### config.mk
export PLATFORM = sky130hd
export DESIGN_NAME = data_mem_responder
export DESIGN_NICKNAME = d
export VERILOG_FILES = /design/src/rtl/data_mem_responder.sv
export SDC_FILE = /design/constraint.sdc
export NUM_CORES = 1
export LEC_CHECK = 0
export CAP_MARGIN = 30
export CORE_MARGIN = 3
export CORE_UTILIZATION = 45
export DETAILED_ROUTE_END_ITERATION = 10
export PLACE_DENSITY = 0.95
export SLEW_MARGIN = 20
export SYNTH_ARGS = -nofsm -noshare
export SYNTH_HDL_FRONTEND = slang
export SYNTH_SLANG_ARGS = --single-unit
export TNS_END_PERCENT = 100
### constraint.sdc
create_clock -name clk_i -period 8 [get_ports clk_i]
set_clock_uncertainty 0.2 [all_clocks]
set_input_delay 1.6 -clock clk_i [delete_from_list [all_inputs] [get_ports clk_i]]
set_output_delay 1.6 -clock clk_i [all_outputs]
set_load 0.01 [all_outputs]
### src/rtl/data_mem_responder.sv
// Data-RAM responder: turns LSU word requests into single-outstanding bus req/ack transactions, 3-cycle minimum occupancy.
// Stalls the pipeline from request acceptance until the DONE cycle; unanswered transactions abort with a bus error.
module data_mem_responder #(
    parameter int TIMEOUT_CYCLES = 255,
    parameter int CNT_W          = 16
) (
    input  logic        clk_i,
    input  logic        rst_i,
    input  logic [29:0] ram_addr_i,
    input  logic [31:0] ram_wdata_i,
    input  logic [3:0]  ram_wen_i,
    input  logic        ram_ren_i,
    output logic [31:0] ram_data_o,
    output logic        stall_o,
    output logic        bus_err_o,
    output logic        bus_req_o,
    output logic        bus_we_o,
    output logic [31:0] bus_addr_o,
    output logic [3:0]  bus_be_o,
    output logic [31:0] bus_wdata_o,
    input  logic        bus_ack_i,
    input  logic [31:0] bus_rdata_i
);

    localparam logic [1:0] S_IDLE = 2'd0;
    localparam logic [1:0] S_BUSY = 2'd1;
    localparam logic [1:0] S_DONE = 2'd2;

    localparam logic [CNT_W-1:0] CNT_LAST = CNT_W'(TIMEOUT_CYCLES - 1);

    logic [1:0]       state;
    logic [CNT_W-1:0] cnt;
    logic             req;

    assign req = (ram_wen_i != 4'b0000) || ram_ren_i;

    // Reset gates the IDLE term so stall drops immediately even with a request still on the inputs.
    assign stall_o = (state == S_BUSY) || ((state == S_IDLE) && req && !rst_i);

    always_ff @(posedge clk_i or posedge rst_i) begin
        if (rst_i) begin
            state       <= S_IDLE;
            cnt         <= '0;
            ram_data_o  <= 32'h0;
            bus_err_o   <= 1'b0;
            bus_req_o   <= 1'b0;
            bus_we_o    <= 1'b0;
            bus_addr_o  <= 32'h0;
            bus_be_o    <= 4'b0000;
            bus_wdata_o <= 32'h0;
        end else begin
            case (state)
                S_IDLE: begin
                    if (req) begin
                        bus_req_o   <= 1'b1;
                        bus_addr_o  <= {ram_addr_i, 2'b00};
                        bus_wdata_o <= ram_wdata_i;
                        cnt         <= '0;
                        state       <= S_BUSY;
                        // A write takes precedence over a simultaneous read.
                        if (ram_wen_i != 4'b0000) begin
                            bus_we_o <= 1'b1;
                            bus_be_o <= ram_wen_i;
                        end else begin
                            bus_we_o <= 1'b0;
                            bus_be_o <= 4'b1111;
                        end
                    end
                end
                S_BUSY: begin
                    if (bus_ack_i) begin
                        bus_req_o <= 1'b0;
                        if (!bus_we_o) begin
                            ram_data_o <= bus_rdata_i;
                        end
                        state <= S_DONE;
                    end else if (cnt == CNT_LAST) begin
                        bus_req_o <= 1'b0;
                        bus_err_o <= 1'b1;
                        if (!bus_we_o) begin
                            ram_data_o <= 32'h0;
                        end
                        state <= S_DONE;
                    end else begin
                        cnt <= cnt + CNT_W'(1);
                    end
                end
                S_DONE: begin
                    bus_err_o <= 1'b0;
                    state     <= S_IDLE;
                end
                default: begin
                    state <= S_IDLE;
                end
            endcase
        end
    end

endmodule

==> impl_metrics.tcl, run 1 <==
set metrics [dict create \
    grt_pass1_vias 3863 \
    wl_um 12700 \
    ant_nets 0 \
    reg2reg_depth 7 \
    crit_chain "clkdlybuf4s50_1 -> or4_1 -> o21ai_4 -> o21ai_0 -> clkdlybuf4s50_1" \
    grt_use_total_pct 21.5 \
    clock_sinks 119 \
    coreArea_mm2 0.0100 \
    syn2layout_area_growth_pct 55.9 \
    final_layout_size_suffix_gt1_share_pct 18.0 \
    hold_start "cnt[15]" \
    cpMaxStageDelayCell "or4_1" \
    crit_top_cell "clkdlybuf4s50_1" \
    timing.setup.tns_ps 0 \
    cts_inserted_buffers 17 \
    fin_cells 695 \
    p_leak_nw 3.15 \
    synthArstFlopShare_pct 100 \
    fin_ws_ps 2770 \
    fp.dieArea_mm2 0.0118 \
    critPathKind "input pin to primary output" \
    rows 36 \
    antenna_found_initial 0 \
    syn_inst 347 \
    io_pins 206 \
    finalSetupViolCount 0 \
    place_inst 664 \
    ys_seq_elements 119 \
    clock_latency_ps 500 \
    worst_slew_margin_rel_pct 45.6 \
    cts_resized 0 \
    reg2reg_from "state[0]" \
    endpoint_kind "primary output" \
    n_antenna_cell 0 \
    path_buf_inv 2 \
    numPortBuffers 203 \
    slew_violations 0 \
    grt_max_degree 65 \
    drtIter0Drc 218 \
    vias 3653 \
    fin_crit_sh_pct 65.3 \
    hold_depth 1 \
    clkTransAtPathRegs_ps 60 \
    fin_nets 655 \
    gr-total-overflow 0 \
    critPathLaunchType "input pin" \
    crit_path_max_incr_delay_ps 590 \
    cts_max_level 4 \
    synth.distinct_cells 36 \
    yosysWarnings 0 \
    drv_cap 0 \
    power.density_mw_per_mm2 404 \
    clk_path_buf_depth 2 \
    hold_violations 0 \
    synth_area_mm2 0.00475 \
    num-fill-cells 618 \
    hold_buffers 0 \
    wl_per_cell_um 18.2 \
    viasPerCell 5.26 \
    tightest_slew_ps 815 \
    root_buffer "clkbuf_8" \
    grt_pass1_wl_um 19400 \
    ys.flop_type "dfrtp_1" \
    dp_hpwl_um 9080 \
    cts_tree "yes" \
    vdd_drop_max_v 0.000218 \
    cp_max_fo 2 \
    synth_edf_count 0 \
    multi_input_area_mm2 0.00161 \
    die_x_um 109 \
    dr.pass1.iters 4 \
    postCtsSetupBuffers 0 \
    ff2ff_setup_slack_ps 5300 \
    syn_area_per_cell_um2 13.7 \
    chipHeight_um 109 \
    start_util_pct 47.5 \
    status "finished clean" \
    pre_cts_slack_ps 2770 \
    holdCritPathClass "flop to flop" \
    post-route-drc-count 0 \
    r2r_end "cnt[6]" \
    total_power_mw 3.00 \
    max_freq_mhz 191 \
    rsz0062_at_grt "false" \
    required_ps 6200 \
    period_minus_slack_ps 5230 \
    cp.arrival_ps 3430 \
    crit_family "buffers and inverters" \
    yosysSeqAreaShare_pct 62.6 \
    place_congestion 0.750 \
    worstHoldEndpoint "cnt[15]" \
    ff_latch_area_mm2 0.00298 \
]
[cells by family after synthesis]
logic type / share of synthesized area, %
buffers and inverters: 3.90
and+or+nand+nor: 6.16
muxes: 14.7
adders and majority gates: 0.526
other: 0.0789
AOI/OAI and AO/OA: 12.0
DFF: 62.6
[layout by cell type (no fill, tap or decap), types with 2 or more instances in the layout]
| cell | Yosys | routed |
|---|---|---|
| a22o_1 | 33 | 33 |
| o21ai_0 | 21 | 21 |
| buf_4 | 5 | 2 |
| bufinv_16 | 0 | 2 |
| and4_1 | 2 | 2 |
| clkbuf_8 | 0 | 5 |
| nand2b_1 | 4 | 4 |
| clkinv_2 | 0 | 3 |
| inv_1 | 6 | 5 |
| mux2_2 | 62 | 62 |
| dfrtp_1 | 119 | 119 |
| a31oi_1 | 3 | 3 |
| nand4_1 | 3 | 3 |
| a21oi_1 | 9 | 9 |
| nor2_1 | 14 | 14 |
| nor2b_1 | 2 | 2 |
| nand3_1 | 7 | 7 |
| clkinvlp_4 | 0 | 3 |
| nand2_1 | 9 | 9 |
| and2_1 | 3 | 3 |
| clkbuf_16 | 0 | 16 |
| ha_1 | 2 | 2 |
| clkdlybuf4s50_1 | 0 | 203 |
| conb_1 | 1 | 2 |
| o31ai_1 | 10 | 10 |
| or4_1 | 2 | 2 |
[layer usage]
metal | global-route usage, % | wire (um) | vias up
met1 | 24.1 | 4670 | 1792
met3 | 7.82 | 1100 | 10
met5 | 0 | 0 | -
met2 | 38.0 | 6790 | 185
met4 | 7.12 | 125 | 0
li1 | - | - | 1666
[cell type report]
cell class / instances / share of cell area (%)
Clock inverter: 8 / 1.32
Timing Repair Buffer: 206 / 27.8
Multi-Input combinational cell: 200 / 21.7
Clock buffer: 22 / 6.38
Sequential cell: 119 / 40.2
Tap cell: 133 / 2.25
Inverter: 7 / 0.388
[power breakdown]
| part | switching (mW) | internal (mW) | total (mW) |
|---|---|---|---|
| clock network | 0.252 | 0.470 | 0.722 |
| logic | 0.508 | 0.747 | 1.25 |
| registers | 0.153 | 0.866 | 1.02 |
| total | 0.913 | 2.08 | 3.00 |
[how the worst max path moves through the flow]
stage,startpoint,cells after the start,end
floorplan,rst_i,1,bus_addr_o[10]
global placement,ram_wen_i[0],5,stall_o
detailed placement,ram_wen_i[0],5,stall_o
CTS,ram_wen_i[0],5,stall_o
global route,ram_wen_i[0],5,stall_o
finish,ram_wen_i[0],5,stall_o
[worst register-to-register path, stage by stage (launching register included)]
cell and delay (ps):
dfrtp_1 420, nor2_1 270, o21ai_4 110, buf_4 350
a22o_1 540, inv_2 160, nand2_2 170, o41ai_2 370
[flip-flops by register name, summed over array words and instances, names as in the netlist]
| signal | cells |
|---|---|
| cnt | 16 |
| bus_err_o | 1 |
| state | 2 |
| ram_data_o | 32 |
| bus_be_o | 4 |
| bus_req_o | 1 |
| bus_we_o | 1 |
| bus_addr_o | 30 |
| bus_wdata_o | 32 |
[synth_stat cells, types with 2 or more instances]
cell type  number  area, um2
or4_1           2       15.0
nand2b_1        4       25.0
buf_2           4       20.0
nand2_1         9       33.8
dfrtp_1       119       2980
and4_1          2       17.5
nor2b_1         2       12.5
nand4_1         3       18.8
a21oi_1         9       45.0
inv_1           6       22.5
buf_4           5       37.5
a31oi_1         3       18.8
and3_1          2       12.5
o31ai_1        10       75.1
mux2_2         62        698
clkbuf_1        5       18.8
buf_6           7       78.8
ha_1            2       25.0
nand3_1         7       35.0
and2_1          3       18.8
a22o_1         33        289
nor2_1         14       52.6
o21ai_0        21        105
[stage by stage]
step | area (um2) | util, % | hold WS [ps]
2_1_floorplan | 4760 | - | 246
4_1_cts | 7400 | 74.0 | 281
5_1_grt | 7410 | 74.1 | 301
6_report | 7410 | 74.1 | 288
3_5_place_dp | 6830 | 68.3 | 271
3_3_place_gp | 6830 | 68.3 | 264
(Power assumes the default switching activity.)
==> inputs of run 2 (changes only) <==
Settings changed: CORE_UTILIZATION 45 to 38, PLACE_DENSITY 0.95 to 0.87.
Clock period 8 ns to 4.7 ns, I/O delays scaled along.
==> impl_metrics.tcl, run 2 (synthesized netlist as in run 1, its figures left out) <==
set metrics [dict create \
    status "finished clean" \
    fin_nets 657 \
    grt_use_total_pct 18.3 \
    rsz0062_at_grt "false" \
    rows 40 \
    required_ps 3560 \
    period_minus_slack_ps 3970 \
    dp_hpwl_um 9100 \
    io_pins 206 \
    worstHoldEndpoint "ram_data_o[8]" \
    cts_inserted_buffers 17 \
    antenna_found_initial 0 \
    drtIter0Drc 173 \
    numPortBuffers 203 \
    root_buffer "clkbuf_16" \
    fin_crit_sh_pct 84.5 \
    final_layout_size_suffix_gt1_share_pct 17.9 \
    grt_pass1_wl_um 20400 \
    grt_max_degree 66 \
    endpoint_kind "primary output" \
    grt_pass1_vias 3998 \
    critPathLaunchType "input pin" \
    dr.pass1.iters 5 \
    chipHeight_um 118 \
    final_util_pct 61.8 \
    tightest_slew_ps 794 \
    layout_commonest_cell "clkdlybuf4s50_1" \
    reg2reg_depth 7 \
    start_util_pct 39.2 \
    power.density_mw_per_mm2 682 \
    ff_latch_area_mm2 0.00298 \
    cp.arrival_ps 2830 \
    cp_max_fo 2 \
    ff2ff_setup_slack_ps 2080 \
    drv_cap 0 \
    crit_path_max_incr_delay_ps 630 \
    hold_depth 1 \
    hold_buffers 0 \
    cts_tree "yes" \
    worst_slew_margin_rel_pct 47.1 \
    crit_top_cell "clkdlybuf4s50_1" \
    vias 3705 \
    total_power_mw 5.11 \
    coreArea_mm2 0.0121 \
    finalSetupViolCount 0 \
    gr-total-overflow 0 \
    ant_nets 0 \
    post-route-drc-count 0 \
    place_congestion 0.799 \
    multi_input_area_mm2 0.00161 \
    cts_resized 0 \
    clock_sinks 119 \
    syn2layout_area_growth_pct 57.6 \
    wl_um 12500 \
    wl_per_cell_um 17.1 \
    clk_path_buf_depth 2 \
    reg.largest.list "bus_wdata_o: 32 flops, ram_data_o: 32 flops, bus_addr_o: 30 flops" \
    postCtsSetupBuffers 0 \
    placed_area_mm2 0.00690 \
    reg2reg_from "state[0]" \
    num-fill-cells 953 \
    holdCritPathClass "flop to flop" \
    slew_violations 0 \
    hold_violations 0 \
    viasPerCell 5.07 \
    fp.dieArea_mm2 0.0139 \
    vdd_drop_max_v 0.000315 \
    hold_start "ram_data_o[8]" \
    r2r_end "cnt[3]" \
    timing.setup.tns_ps 0 \
    mostFrequentLayoutCells "clkdlybuf4s50_1, dfrtp_1, mux2_2" \
    n_antenna_cell 0 \
    path_buf_inv 2 \
    p_leak_nw 3.16 \
    critPathKind "input pin to primary output" \
    die_x_um 118 \
    clkTransAtPathRegs_ps 50 \
    crit_family "buffers and inverters" \
    clock_latency_ps 400 \
    cpMaxStageDelayCell "or4_1" \
    crit_chain "clkdlybuf4s50_1 -> or4_1 -> o21ai_4 -> o21ai_0 -> clkdlybuf4s50_1" \
    cts_max_level 4 \
    final_design_area_no_fill_mm2 0.00749 \
    max_freq_mhz 252 \
]
run 2: cell types whose count changed in the layout (fill, tap and decap cells not counted):
cell and change:
clkbuf_8 -2, buf_12 +1, clkinv_2 -1, buf_8 +1, and3_1 +1, clkinvlp_4 +1, and3_2 -1, clkbuf_16 +1
run 2: power breakdown:
| part | switching (mW) | leakage [nW] | total (mW) | internal, mW |
|---|---|---|---|---|
| Sequential | 0.255 | 1.45 | 1.73 | 1.47 |
| Combinational | 0.853 | 1.44 | 2.13 | 1.28 |
| Clock | 0.437 | 0.269 | 1.25 | 0.810 |
| Total | 1.55 | 3.16 | 5.11 | 3.56 |
run 2: cell type report:
| cell class | count | area share [%] |
|---|---|---|
| clock buffer | 21 | 6.28 |
| inverter | 7 | 0.384 |
| timing repair buffer | 208 | 28.0 |
| tap | 168 | 2.81 |
| multi-input combinational | 200 | 21.4 |
| sequential | 119 | 39.8 |
| clock inverter | 8 | 1.34 |
run 2: worst max-delay path by stage:
stage | from | endpoint | depth (start not counted) | slack, ps
floorplan | rst_i | bus_addr_o[10] | 1 | 400
global placement | ram_wen_i[0] | cnt[3] | 8 | 720
detailed placement | ram_wen_i[0] | cnt[5] | 8 | 660
CTS | ram_wen_i[0] | stall_o | 5 | 740
global route | ram_wen_i[0] | stall_o | 5 | 660
finish | ram_wen_i[0] | stall_o | 5 | 730
run 2: layer usage:
metal / wire length, um / track usage, %
met2: 6710 / 33.0
met4: 153 / 5.64
met1: 4730 / 20.4
met3: 944 / 6.05
met5: 0 / 0
run 2: per-stage QoR:
step                      hold WS [ps]  setup WS [ps]  instances
after floorplan                    246            403        348
after global placement             268            723        700
after detailed placement           281            661        701
after CTS                          295            738        730
after global routing               314            663        731
final                              297            729        731
==> inputs of run 3 (changes only) <==
Clock period 4.7 ns to 3.3 ns, I/O delays scaled along.
==> impl_metrics.tcl, run 3 (synthesized netlist as in run 1, its figures left out) <==
set metrics [dict create \
    crit_path_max_incr_delay_ps 580 \
    max_freq_mhz 316 \
    cpMaxStageDelayCell "or4_4" \
    cts_max_level 4 \
    vias 3652 \
    cp.arrival_ps 2300 \
    root_buffer "clkbuf_16" \
    clkTransAtPathRegs_ps 50 \
    numPortBuffers 203 \
    postCtsSetupBuffers 0 \
    internal_power_mw 5.28 \
    sequentialPowerShare_pct 33.0 \
    holdCritPathClass "flop to flop" \
    ant_nets 0 \
    cp_max_fo 2 \
    wl_um 13000 \
    period_minus_slack_ps 3160 \
    dp_hpwl_um 9360 \
    status "finished clean" \
    p_switching_mw 2.23 \
    place_congestion 0.786 \
    clk_path_buf_depth 2 \
    gr-total-overflow 0 \
    antenna_found_initial 0 \
    clock_latency_ps 400 \
    power.density_mw_per_mm2 990 \
    combPwrFrac_pct 40.9 \
    hold_buffers 0 \
    clock_sinks 119 \
    die_x_um 118 \
    drtIter0Drc 225 \
    layout_commonest_cell "clkdlybuf4s50_1" \
    path_buf_inv 2 \
    tightest_slew_ps 650 \
    worst_slew_margin_rel_pct 56.6 \
    hold_violations 0 \
    slew_violations 0 \
    cts_tree "yes" \
    rsz0062_at_grt "false" \
    multi_input_area_mm2 0.00161 \
    required_ps 2440 \
    finalSetupViolCount 0 \
    fin_nets 662 \
    vdd_drop_max_v 0.000476 \
    viasPerCell 4.95 \
    num-fill-cells 965 \
    mostFrequentLayoutCells "clkdlybuf4s50_1, dfrtp_1, mux2_2" \
    critPathKind "input pin to primary output" \
    dr.pass1.iters 4 \
    grt_pass1_wl_um 21300 \
    start_util_pct 39.2 \
    grt_pass1_vias 3994 \
    cts_resized 2 \
    reg.largest.list "bus_wdata_o: 32 flops, ram_data_o: 32 flops, bus_addr_o: 30 flops" \
    grt_use_total_pct 19.2 \
    fin_crit_sh_pct 95.8 \
    syn2layout_area_growth_pct 59.4 \
    final_layout_size_suffix_gt1_share_pct 18.9 \
    rows 40 \
    total_power_mw 7.50 \
    ff2ff_setup_slack_ps 970 \
    wl_per_cell_um 17.6 \
    grt_max_degree 59 \
    ff_latch_area_mm2 0.00298 \
    n_antenna_cell 0 \
    place_inst 707 \
    chipHeight_um 118 \
    crit_chain "clkdlybuf4s50_1 -> or4_4 -> o21ai_4 -> o21ai_0 -> dlygate4sd2_1" \
    crit_family "buffers and inverters" \
    drv_cap 0 \
    switching_share_pct 29.7 \
    coreArea_mm2 0.0121 \
    clockPowerShare_pct 26.1 \
    critPathLaunchType "input pin" \
    p_leak_nw 3.22 \
    fp.dieArea_mm2 0.0139 \
    cts_inserted_buffers 17 \
    io_pins 206 \
    post-route-drc-count 0 \
    fin_cells 738 \
    endpoint_kind "primary output" \
]
-- run 3: cell count changes in the layout (fill, tap and decap cells not counted), sizes merged, moves of 2 or more --
cell,before,now
clkbuf,21,23
clkinvlp,4,1
bufinv,2,4
buf,5,10
clkinv,2,4
-- run 3: final timing paths --
kind / start / end / cells past startpoint
max in group asynchronous: rst_i / cnt[6] / 3
min in group asynchronous: rst_i / cnt[11] / 2
worst max register to register: state[0] / cnt[3] / 7
worst min register to register: cnt[15] / cnt[15] / 1
worst max-delay path: ram_wen_i[0] / stall_o / 5
worst min-delay path: cnt[15] / cnt[15] / 1
-- run 3: cell type report --
cell class	instances	share of cell area, %
Inverter	7	0.396
Sequential cell	119	39.3
Timing Repair Buffer	213	28.0
Multi-Input combinational cell	200	21.2
Clock inverter	8	1.90
Tap cell	168	2.77
Clock buffer	23	6.44
-- run 3: through the flow --
stage                     setup slack (ps)  setup TNS [ps]  hold WS (ps)  util [%]  area, um2
after CTS                              142               0           297      62.6       7580
final                                  138               0           298      62.6       7580
after floorplan                        605               0           246         -       4760
after global placement                -116           -4960           268      57.3       6940
after global routing                  67.0               0           317      62.6       7580
after detailed placement              -210           -8640           279      57.3       6940
-- run 3: power by group through the flow --
stage	combinational, mW	sequential (mW)	clock [mW]
2_1_floorplan	1.23	2.72	0
3_3_place_gp	3.00	2.45	0
3_5_place_dp	3.10	2.47	0
4_1_cts	3.11	2.48	1.99
5_1_grt	3.27	2.56	2.07
6_report	3.07	2.47	1.96
-- run 3: layer usage --
metal / share of wire, % / track usage, % / vias to the layer above
li1: - / - / 1677
met1: 41 / 23.2 / 1815
met2: 52 / 32.5 / 146
met3: 6.7 / 6.68 / 14
met4: 1.1 / 5.57 / 0
met5: 0 / 0 / -
